## config.mk

```make
export PLATFORM = sky130hd
export DESIGN_NAME = noc_eject_unit_flat
export DESIGN_NICKNAME = d
export VERILOG_FILES = /design/src/rtl/noc_eject_unit_if.sv /design/src/rtl/noc_eject_unit.sv /design/src/flat_wrapper.sv
export SDC_FILE = /design/constraint.sdc
export NUM_CORES = 1
export LEC_CHECK = 0
export BUFFER_PORTS_ARGS = -buffer_cell sky130_fd_sc_hd__buf_2
export CAP_MARGIN = 20
export CORE_ASPECT_RATIO = 2
export CORE_MARGIN = 3
export CORE_UTILIZATION = 34
export CTS_BUF_LIST = sky130_fd_sc_hd__clkbuf_16
export DETAILED_ROUTE_END_ITERATION = 6
export SLEW_MARGIN = 15
export SYNTH_ARGS = -nofsm -noshare
export SYNTH_HDL_FRONTEND = slang
export SYNTH_SLANG_ARGS = --single-unit
```

## constraint.sdc

```tcl
create_clock -name clk -period 8.05 [get_ports clk]
set_input_delay 0.4025 -clock clk [delete_from_list [all_inputs] [get_ports clk]]
set_output_delay 0.4025 -clock clk [all_outputs]
set_load 0.1 [all_outputs]
```

## src/rtl/noc_eject_unit_if.sv

```systemverilog
`default_nettype none
// ============================================================================
// Module   : noc_eject_unit_if
// Purpose  : Router-side and core-side flit handshake bundle for the
//            ejection endpoint.
// Revision : 1.0  initial release
// ============================================================================
interface noc_eject_unit_if #(
  parameter int DW = 64
);
  // router local output side
  logic [DW-1:0] data_i;
  logic          valid_i;
  logic          ready_o;
  logic          credit_upd;
  // core side
  logic [DW-1:0] out_data;
  logic          out_valid;
  logic          out_ready;
  logic          out_sop;
  logic          out_eop;

  modport slave (
    input  data_i, valid_i, out_ready,
    output ready_o, credit_upd, out_data, out_valid, out_sop, out_eop
  );

  modport master (
    output data_i, valid_i, out_ready,
    input  ready_o, credit_upd, out_data, out_valid, out_sop, out_eop
  );
endinterface
`default_nettype wire

```

## src/rtl/noc_eject_unit.sv

```systemverilog
`default_nettype none
// ============================================================================
// Module   : noc_eject_unit
// Purpose  : Router local-port ejection endpoint: credit-matched flit buffer,
//            packet framing check, sop/eop markers and credit return.
// Revision : 1.0  initial release
// ============================================================================
module noc_eject_unit #(
  parameter int DW        = 64,
  parameter int BUF_DEPTH = 4,
  parameter int CNT_W     = 16
) (
  input  wire logic             clk,
  input  wire logic             rst,
  noc_eject_unit_if.slave       bus,
  output logic                  pkt_err,
  output logic                  overflow,
  output logic [CNT_W-1:0]      pkt_cnt
);

  localparam int              c_AW        = (BUF_DEPTH > 1) ? $clog2(BUF_DEPTH) : 1;
  localparam logic [c_AW:0]   c_PTR_ONE   = (c_AW+1)'(1);
  localparam logic [CNT_W-1:0] c_CNT_ONE  = CNT_W'(1);
  localparam logic [1:0]      c_FT_BODY   = 2'b00;
  localparam logic [1:0]      c_FT_HEAD   = 2'b01;
  localparam logic [1:0]      c_FT_TAIL   = 2'b10;
  localparam logic [1:0]      c_FT_SINGLE = 2'b11;

  typedef enum logic [0:0] {
    ST_IDLE   = 1'b0,
    ST_IN_PKT = 1'b1
  } state_e;

  logic [DW-1:0]   mem_q [BUF_DEPTH];
  logic [c_AW:0]   wr_ptr_q, wr_ptr_d;
  logic [c_AW:0]   rd_ptr_q, rd_ptr_d;
  state_e          state_q, state_d;
  logic            credit_q, credit_d;
  logic            pkt_err_q, pkt_err_d;
  logic            overflow_q, overflow_d;
  logic [CNT_W-1:0] pkt_cnt_q, pkt_cnt_d;

  logic            w_full;
  logic            w_empty;
  logic            w_push;
  logic            w_pop;
  logic [DW-1:0]   w_head;
  logic [1:0]      w_type;
  logic            w_sop;
  logic            w_eop;
  logic            w_err;
  state_e          w_state_nxt;

  // Extra pointer MSB distinguishes full from empty when the low bits match.
  assign w_full  = (wr_ptr_q[c_AW] != rd_ptr_q[c_AW]) &&
                   (wr_ptr_q[c_AW-1:0] == rd_ptr_q[c_AW-1:0]);
  assign w_empty = (wr_ptr_q == rd_ptr_q);
  assign w_push  = bus.valid_i && !w_full;
  assign w_pop   = !w_empty && bus.out_ready;
  assign w_head  = mem_q[rd_ptr_q[c_AW-1:0]];
  assign w_type  = w_head[DW-1:DW-2];

  // Storage has no reset: entries are only observed between push and pop.
  always_ff @(posedge clk) begin
    if (w_push) begin
      mem_q[wr_ptr_q[c_AW-1:0]] <= bus.data_i;
    end
  end

  // Framing decode; markers are gated with !empty so stale entries never show.
  always_comb begin
    w_sop       = 1'b0;
    w_eop       = 1'b0;
    w_err       = 1'b0;
    w_state_nxt = state_q;
    if (!w_empty) begin
      unique case (state_q)
        ST_IDLE: begin
          unique case (w_type)
            c_FT_HEAD:   begin w_sop = 1'b1; w_state_nxt = ST_IN_PKT; end
            c_FT_SINGLE: begin w_sop = 1'b1; w_eop = 1'b1; end
            c_FT_BODY:   begin w_err = 1'b1; end
            c_FT_TAIL:   begin w_err = 1'b1; w_eop = 1'b1; end
            default:     ;
          endcase
        end
        ST_IN_PKT: begin
          unique case (w_type)
            c_FT_BODY:   ;
            c_FT_TAIL:   begin w_eop = 1'b1; w_state_nxt = ST_IDLE; end
            c_FT_HEAD:   begin w_err = 1'b1; w_sop = 1'b1; end
            c_FT_SINGLE: begin
              w_err = 1'b1; w_sop = 1'b1; w_eop = 1'b1; w_state_nxt = ST_IDLE;
            end
            default:     ;
          endcase
        end
        default: w_state_nxt = ST_IDLE;
      endcase
    end
  end

  always_comb begin
    wr_ptr_d   = wr_ptr_q;
    rd_ptr_d   = rd_ptr_q;
    state_d    = state_q;
    credit_d   = w_pop;
    pkt_err_d  = pkt_err_q;
    overflow_d = overflow_q;
    pkt_cnt_d  = pkt_cnt_q;
    if (w_push) begin
      wr_ptr_d = wr_ptr_q + c_PTR_ONE;
    end
    if (w_pop) begin
      rd_ptr_d = rd_ptr_q + c_PTR_ONE;
      state_d  = w_state_nxt;
      if (w_err) begin
        pkt_err_d = 1'b1;
      end
      if (w_eop) begin
        pkt_cnt_d = pkt_cnt_q + c_CNT_ONE;
      end
    end
    // A flit offered while full means the router ignored its credit count.
    if (bus.valid_i && w_full) begin
      overflow_d = 1'b1;
    end
  end

  always_ff @(posedge clk) begin
    if (rst) begin
      wr_ptr_q   <= '0;
      rd_ptr_q   <= '0;
      state_q    <= ST_IDLE;
      credit_q   <= 1'b0;
      pkt_err_q  <= 1'b0;
      overflow_q <= 1'b0;
      pkt_cnt_q  <= '0;
    end else begin
      wr_ptr_q   <= wr_ptr_d;
      rd_ptr_q   <= rd_ptr_d;
      state_q    <= state_d;
      credit_q   <= credit_d;
      pkt_err_q  <= pkt_err_d;
      overflow_q <= overflow_d;
      pkt_cnt_q  <= pkt_cnt_d;
    end
  end

  assign bus.ready_o    = !w_full;
  assign bus.credit_upd = credit_q;
  assign bus.out_data   = w_head;
  assign bus.out_valid  = !w_empty;
  assign bus.out_sop    = w_sop;
  assign bus.out_eop    = w_eop;
  assign pkt_err        = pkt_err_q;
  assign overflow       = overflow_q;
  assign pkt_cnt        = pkt_cnt_q;

endmodule
`default_nettype wire
```

## src/flat_wrapper.sv

```systemverilog
// flat-port wrapper written by rule: the top's interface ports become plain ports
module noc_eject_unit_flat 
#(
  parameter int DW        = 64,
  parameter int BUF_DEPTH = 4,
  parameter int CNT_W     = 16
)
  (clk, rst, pkt_err, overflow, pkt_cnt, bus_data_i, bus_valid_i, bus_out_ready, bus_ready_o, bus_credit_upd, bus_out_data, bus_out_valid, bus_out_sop, bus_out_eop);
  noc_eject_unit_if #(.DW(DW)) bus_i ();
  input  wire logic clk;
  input  wire logic rst;
  output logic pkt_err;
  output logic overflow;
  output logic [CNT_W-1:0] pkt_cnt;
  input wire logic [$bits(bus_i.data_i)-1:0] bus_data_i;
  input wire logic [$bits(bus_i.valid_i)-1:0] bus_valid_i;
  input wire logic [$bits(bus_i.out_ready)-1:0] bus_out_ready;
  output wire logic [$bits(bus_i.ready_o)-1:0] bus_ready_o;
  output wire logic [$bits(bus_i.credit_upd)-1:0] bus_credit_upd;
  output wire logic [$bits(bus_i.out_data)-1:0] bus_out_data;
  output wire logic [$bits(bus_i.out_valid)-1:0] bus_out_valid;
  output wire logic [$bits(bus_i.out_sop)-1:0] bus_out_sop;
  output wire logic [$bits(bus_i.out_eop)-1:0] bus_out_eop;
  assign bus_i.data_i = bus_data_i;
  assign bus_i.valid_i = bus_valid_i;
  assign bus_i.out_ready = bus_out_ready;
  assign bus_ready_o = bus_i.ready_o;
  assign bus_credit_upd = bus_i.credit_upd;
  assign bus_out_data = bus_i.out_data;
  assign bus_out_valid = bus_i.out_valid;
  assign bus_out_sop = bus_i.out_sop;
  assign bus_out_eop = bus_i.out_eop;
  noc_eject_unit #(.DW(DW), .BUF_DEPTH(BUF_DEPTH), .CNT_W(CNT_W)) u_core (.clk(clk), .rst(rst), .bus(bus_i), .pkt_err(pkt_err), .overflow(overflow), .pkt_cnt(pkt_cnt));
endmodule
```

==> flow_summary.json, run 1 <==
{
  "status": "complete, no violations",
  "drt_pass1_iterations": 5,
  "rr_endpoint": "u_core.pkt_cnt[10]$_SDFFE_PP0P_",
  "setup_viol": 0,
  "final_util": 0.414,
  "clock_sinks": 284,
  "clockBufferDepth": 3,
  "cp_data_required_time_ns": 7.65,
  "ios": 155,
  "ant_nets": 0,
  "rrSetupSlack_ns": 5.40,
  "htree_levels": 1,
  "start_util": 0.348,
  "rows": 90,
  "worstHoldPathCells": 1,
  "hold_end": "u_core.mem_q[3][56]$_DFFE_PP_",
  "gp_congestion": 0.734,
  "cts_resized": 0,
  "synth_ff_type": "edfxtp_1",
  "start_kind": "flop",
  "finalCritPeriodShare": 0.436,
  "portBuffers": 154,
  "critPathMaxFanout": 39,
  "clock.fmax_mhz": 285,
  "pwr_density_cell_nw_per_um2": 327,
  "rsz0062_at_grt": "no",
  "fillers": 2775,
  "yosys_warnings": 0,
  "grt_pass1_wl_um": 33700,
  "cts_tree": "built",
  "yosysSeqAreaShare": 0.780,
  "clk-insertion-delay-late_ns": 0.53,
  "fin_ws_ns": 4.54,
  "maxCapViolCount": 0,
  "drv_slew": 0,
  "drcViolationCount": 0,
  "post_cts_buffers": 0,
  "async_reset_ff_frac": 0,
  "p_leak_uw": 0.00425,
  "worstSetupPathType": "reg -> out",
  "grt_usage": 0.132,
  "dieHeight_um": 255,
  "dp_slack_ns": 4.92,
  "syn_inst": 486,
  "finalWirelength_um": 21700,
  "root_buffer": "clkbuf_16",
  "post-dp-hpwl_um": 13600,
  "grt-ovfl-total": 0,
  "antenna_found_initial": 2,
  "cts_buffers": 27,
  "final.setup.tns_ns": 0,
  "slew_headroom": 0.315,
  "holdCritStartpoint": "bus_data_i[56]",
  "hold_class": "in -> reg",
  "die_w_um": 131,
  "first_global_vias": 5864,
  "synth.distinct_cells": 36,
  "hold_viol_final": 0,
  "area_growth_pct": 19.0,
  "crit_chain": "buf_4 -> mux4_2 -> and2_1 -> buf_2",
  "crit_family": "buffers and inverters",
  "syn_area_um2": 10600,
  "crit_arrival_ns": 3.11,
  "grt_max_degree": 65,
  "final_nets": 725,
  "cts-hold-fix-buffers": 0,
  "synth_edf_count": 256,
  "r2r_cells": 4,
  "endpoint_kind": "primary output",
  "drive_above_1_share": 0.405,
  "max_stage_delay_ns": 0.74,
  "crit_buf_inv": 2,
  "irDropWorstVdd_v": 0.000185,
  "cp_slowest_cell": "buf_4",
  "dieArea_um2": 33400,
  "core_region_area_um2": 30400,
  "ys_seq_elements": 284,
  "clk_pin_slew_ns": 0.06,
  "wire_per_inst_um": 20.9,
  "vias": 5229,
  "syn-num-nets": 560,
  "syn_avg_cell_area_um2": 21.8,
  "finClkSkew_ns": 0.0100,
  "worst_slew_pin_slew_ns": 1.03,
  "first_iter_violations": 297,
  "post-route-min-period_ns": 3.51,
  "via_per_inst": 5.03
}
==> cells in the final DEF (no fill, tap or decap), types with 5 or more instances in the layout <==
master     count
a21oi_1       13
buf_2        154
clkbuf_16     27
clkinv_1       7
clkinv_2       6
dfxtp_1       26
edfxtp_1     256
ha_1           6
inv_1         12
mux4_2        64
nor2_1        15
o31ai_1       10
or4_1          8
xnor2_1        5
==> sequential cells by signal, indices dropped and copies added, names as in the netlist, named ones only <==
| signal | cells |
|---|---|
| u_core.rd_ptr_q | 3 |
| u_core.overflow | 1 |
| u_core.wr_ptr_q | 3 |
| u_core.pkt_err | 1 |
| u_core.bus.credit_upd | 1 |
| u_core.pkt_cnt | 16 |
| u_core.state_q | 1 |
| u_core.mem_q | 256 |
==> through the flow <==
step | power (uW) | std cells | cell area (um2) | hold slack [ns]
floorplan | 2790 | 486 | 10600 | 0.498
global placement | 2980 | 989 | 11700 | 0.454
detailed placement | 3000 | 989 | 11700 | 0.454
CTS | 4170 | 1038 | 12600 | 0.0454
global route | 4260 | 1040 | 12600 | 0.0627
finish | 4110 | 1040 | 12600 | 0.0780
==> layout make-up <==
class	instances	area, um2	share of cell area
antenna	1	2.50	0.000199
clock buffer	27	676	0.0537
tap	368	460	0.0366
sequential	284	8260	0.656
clock inverter	22	139	0.0110
timing repair buffer	157	806	0.0640
inverter	9	35.0	0.00278
multi-input combinational	172	2210	0.176
==> worst max-delay path by stage <==
stage | end | cells past startpoint | slack (ns)
2_1_floorplan | bus_out_sop | 4 | 4.98
3_3_place_gp | bus_out_sop | 4 | 4.95
3_5_place_dp | bus_out_sop | 4 | 4.92
4_1_cts | bus_out_sop | 4 | 4.33
5_1_grt | bus_out_sop | 4 | 4.24
6_report | bus_out_sop | 4 | 4.54
==> cells in the mapped netlist (3+ instances only) <==
cell type	n	share of area
a21oi_1	13	0.0061
and2_1	5	0.0030
and4_1	3	0.0025
buf_2	8	0.0038
clkbuf_1	11	0.0039
dfxtp_1	28	0.053
edfxtp_1	256	0.73
ha_1	6	0.0071
inv_1	9	0.0032
mux4_2	64	0.14
nand2_1	4	0.0014
nand3_1	4	0.0019
nand4_1	4	0.0024
nor2_1	15	0.0053
nor2b_1	3	0.0018
nor3_1	3	0.0014
o31ai_1	10	0.0071
or3_1	3	0.0018
or4_1	8	0.0057
xnor2_1	5	0.0041
xor2_1	3	0.0025
xor2_2	3	0.0046
==> power by group <==
part,switching (uW),leakage (uW),internal [uW]
clock network,520,0.000418,645
logic,954,0.00126,246
registers,57.7,0.00258,1690
==> metal layers <==
layer	wire (um)	vias up	GRT usage
met5	8	-	0
met4	549	2	0.0472
met3	985	33	0.0226
met2	12700	149	0.257
met1	7420	2696	0.137
li1	-	2349	-
==> worst reg2reg max path, cell delays in order, from the launching register on <==
cell     delay (ns)
dfxtp_4        1.00
mux4_2         0.48
o31ai_2        0.20
nor4_1         0.47
mux2_1         0.38
==> cell families after synthesis <==
family | synth area share
simple gates | 0.0283
fa+ha+maj | 0.00710
mux | 0.140
buf+inv | 0.0127
xor+xnor | 0.0112
flops | 0.780
compound gates | 0.0208
Power figures use the tool's default switching activity.
==> inputs of run 2 (changes only) <==
clock period = 3.54 ns   (was 8.05 ns; I/O delays follow)
==> run 2 against run 1 <==
Effect of this change: setup slack worse by 3.8 ns; critical path depth unchanged; critical path type is now reg -> reg; die area is the same; hold slack got worse by 0.044 ns; count of clock-buffer cells in the layout down 2; register-to-register slack worse by 4.6 ns; final cell count up 6.1%; sequential cell count unchanged; non-clock buffer count up 69.
==> flow_summary.json, run 2 (synthesized netlist as in run 1, its figures left out) <==
{
  "comb_power_share": 0.306,
  "hold_viol_final": 0,
  "rows": 90,
  "vias": 5462,
  "start_kind": "flop",
  "hold_ws_ns": 0.0337,
  "cts_tree": "built",
  "grt_pass1_wl_um": 33500,
  "finalWirelength_um": 21600,
  "start_util": 0.348,
  "dieHeight_um": 255,
  "root_buffer": "clkbuf_16",
  "dieArea_um2": 33400,
  "ios": 155,
  "crit_arrival_ns": 3.02,
  "portBuffers": 154,
  "slew_headroom": 0.330,
  "worst_slew_pin_slew_ns": 1.00,
  "post-dp-hpwl_um": 13600,
  "clock_sinks": 284,
  "post-place-cells": 994,
  "clockBufferDepth": 3,
  "final_cell_mix": "edfxtp_1 (256), buf_2 (154), dlygate4sd3_1 (65), mux4_2 (64), dfxtp_1 (26)",
  "htree_levels": 1,
  "hold_class": "in -> reg",
  "grt_usage": 0.131,
  "largest_reg_flops": 256,
  "gp_congestion": 0.753,
  "via_per_inst": 4.95,
  "drcViolationCount": 0,
  "rsz0062_at_grt": "no",
  "finClkSkew_ns": 0.00791,
  "clk-insertion-delay-late_ns": 0.52,
  "die_w_um": 131,
  "holdCritStartpoint": "bus_out_ready",
  "place_area_um2": 11800,
  "final_cells": 1103,
  "first_iter_violations": 262,
  "power.net_switching_uw": 3450,
  "final.setup.tns_ns": 0,
  "pwr-share-clk": 0.269,
  "timing.rr.start": "u_core.wr_ptr_q[1]$_SDFFE_PP0P_",
  "sw_frac_of_total": 0.373,
  "post_cts_buffers": 0,
  "cp_data_required_time_ns": 3.78,
  "critPathMaxFanout": 35,
  "r2r_cells": 4,
  "final_nets": 792,
  "rr_endpoint": "u_core.mem_q[3][22]$_DFFE_PP_",
  "pwr_density_cell_nw_per_um2": 701,
  "first_global_vias": 5998,
  "cts_buffers": 25,
  "wire_per_inst_um": 19.6,
  "p_seq_frac": 0.426,
  "layout_commonest_cell": "edfxtp_1",
  "p_int_uw": 5810,
  "drive_above_1_share": 0.364,
  "area_growth_pct": 24.8,
  "antenna_found_initial": 1,
  "post-route-min-period_ns": 2.77,
  "status": "complete, no violations",
  "worstHoldPathCells": 3,
  "postLayoutCellArea_um2": 13200,
  "fillers": 2674,
  "endpoint_kind": "flop",
  "multi_input_area_um2": 2200,
  "finalCritPeriodShare": 0.784,
  "grt-ovfl-total": 0,
  "drt_pass1_iterations": 6,
  "grt_max_degree": 65,
  "irDropWorstVdd_v": 0.000400,
  "rrSetupSlack_ns": 0.77,
  "core_region_area_um2": 30400,
  "drv_slew": 0,
  "p_leak_uw": 0.00452,
  "clk_pin_slew_ns": 0.06,
  "clock.fmax_mhz": 361,
  "setup_viol": 0,
  "worstSetupPathType": "reg -> reg",
  "final_util": 0.434,
  "regArea_um2": 8260,
  "maxCapViolCount": 0,
  "ant_nets": 0
}
## run 2: cell count changes in the layout (fill, tap and decap cells not counted), moves of 2 or more
cell	before	now
buf_4	2	4
inv_1	12	15
dlygate4sd3_1	0	65
clkbuf_16	27	25
buf_12	1	3
clkinv_2	6	2
## run 2: power by group through the flow
stage	sequential, uW	combinational, uW	clock, uW
final	3940	2830	2490
after global routing	3960	2930	2710
after CTS	3950	2870	2570
after detailed placement	4020	2800	0
after global placement	4000	2790	0
after floorplan	4000	2350	0
## run 2: area by class of cell
class                      instances  share of cell area
multi-input combinational        172               0.167
inverter                           9             0.00265
timing repair buffer             226               0.114
tap                              368              0.0349
clock buffer                      25              0.0474
sequential                       284               0.625
antenna                            1            0.000190
clock inverter                    18             0.00824
## run 2: timing repair
item                                    CTS  global route
gates resized for setup                   0             0
hold buffers                             65             0
endpoints found under the setup margin    0             0
hold endpoints to repair                257             0
## run 2: worst max-delay path by stage
stage	start	end	slack, ns	cells after the start
after global routing	u_core.wr_ptr_q[1]$_SDFFE_PP0P_	u_core.mem_q[3][46]$_DFFE_PP_	0.52	4
after global placement	u_core.wr_ptr_q[1]$_SDFFE_PP0P_	u_core.mem_q[3][34]$_DFFE_PP_	0.78	4
after CTS	u_core.wr_ptr_q[1]$_SDFFE_PP0P_	u_core.mem_q[3][46]$_DFFE_PP_	0.70	4
final	u_core.wr_ptr_q[1]$_SDFFE_PP0P_	u_core.mem_q[3][22]$_DFFE_PP_	0.77	4
after detailed placement	u_core.wr_ptr_q[1]$_SDFFE_PP0P_	u_core.mem_q[3][33]$_DFFE_PP_	0.76	4
after floorplan	u_core.wr_ptr_q[1]$_SDFFE_PP0P_	u_core.mem_q[0][0]$_DFFE_PP_	0.59	4
## run 2: metal layers
layer | vias up | routed length, um | global-route usage
li1 | 2477 | - | -
met1 | 2814 | 7790 | 0.145
met2 | 134 | 12300 | 0.243
met3 | 37 | 793 | 0.0190
met4 | 0 | 734 | 0.0529
met5 | - | 0 | 0
## run 2: critical path, cell delays in order, from the launching register on
cell      delay, ns
dfxtp_1        0.46
xor2_2         0.20
o311ai_0       0.68
clkinv_2       0.72
buf_12         0.42
## run 2: stage by stage
stage          worst slack (ns)  power (uW)
6_report                  0.766        9260
5_1_grt                   0.523        9600
4_1_cts                   0.703        9390
3_5_place_dp              0.755        6820
3_3_place_gp              0.777        6790
2_1_floorplan             0.592        6350
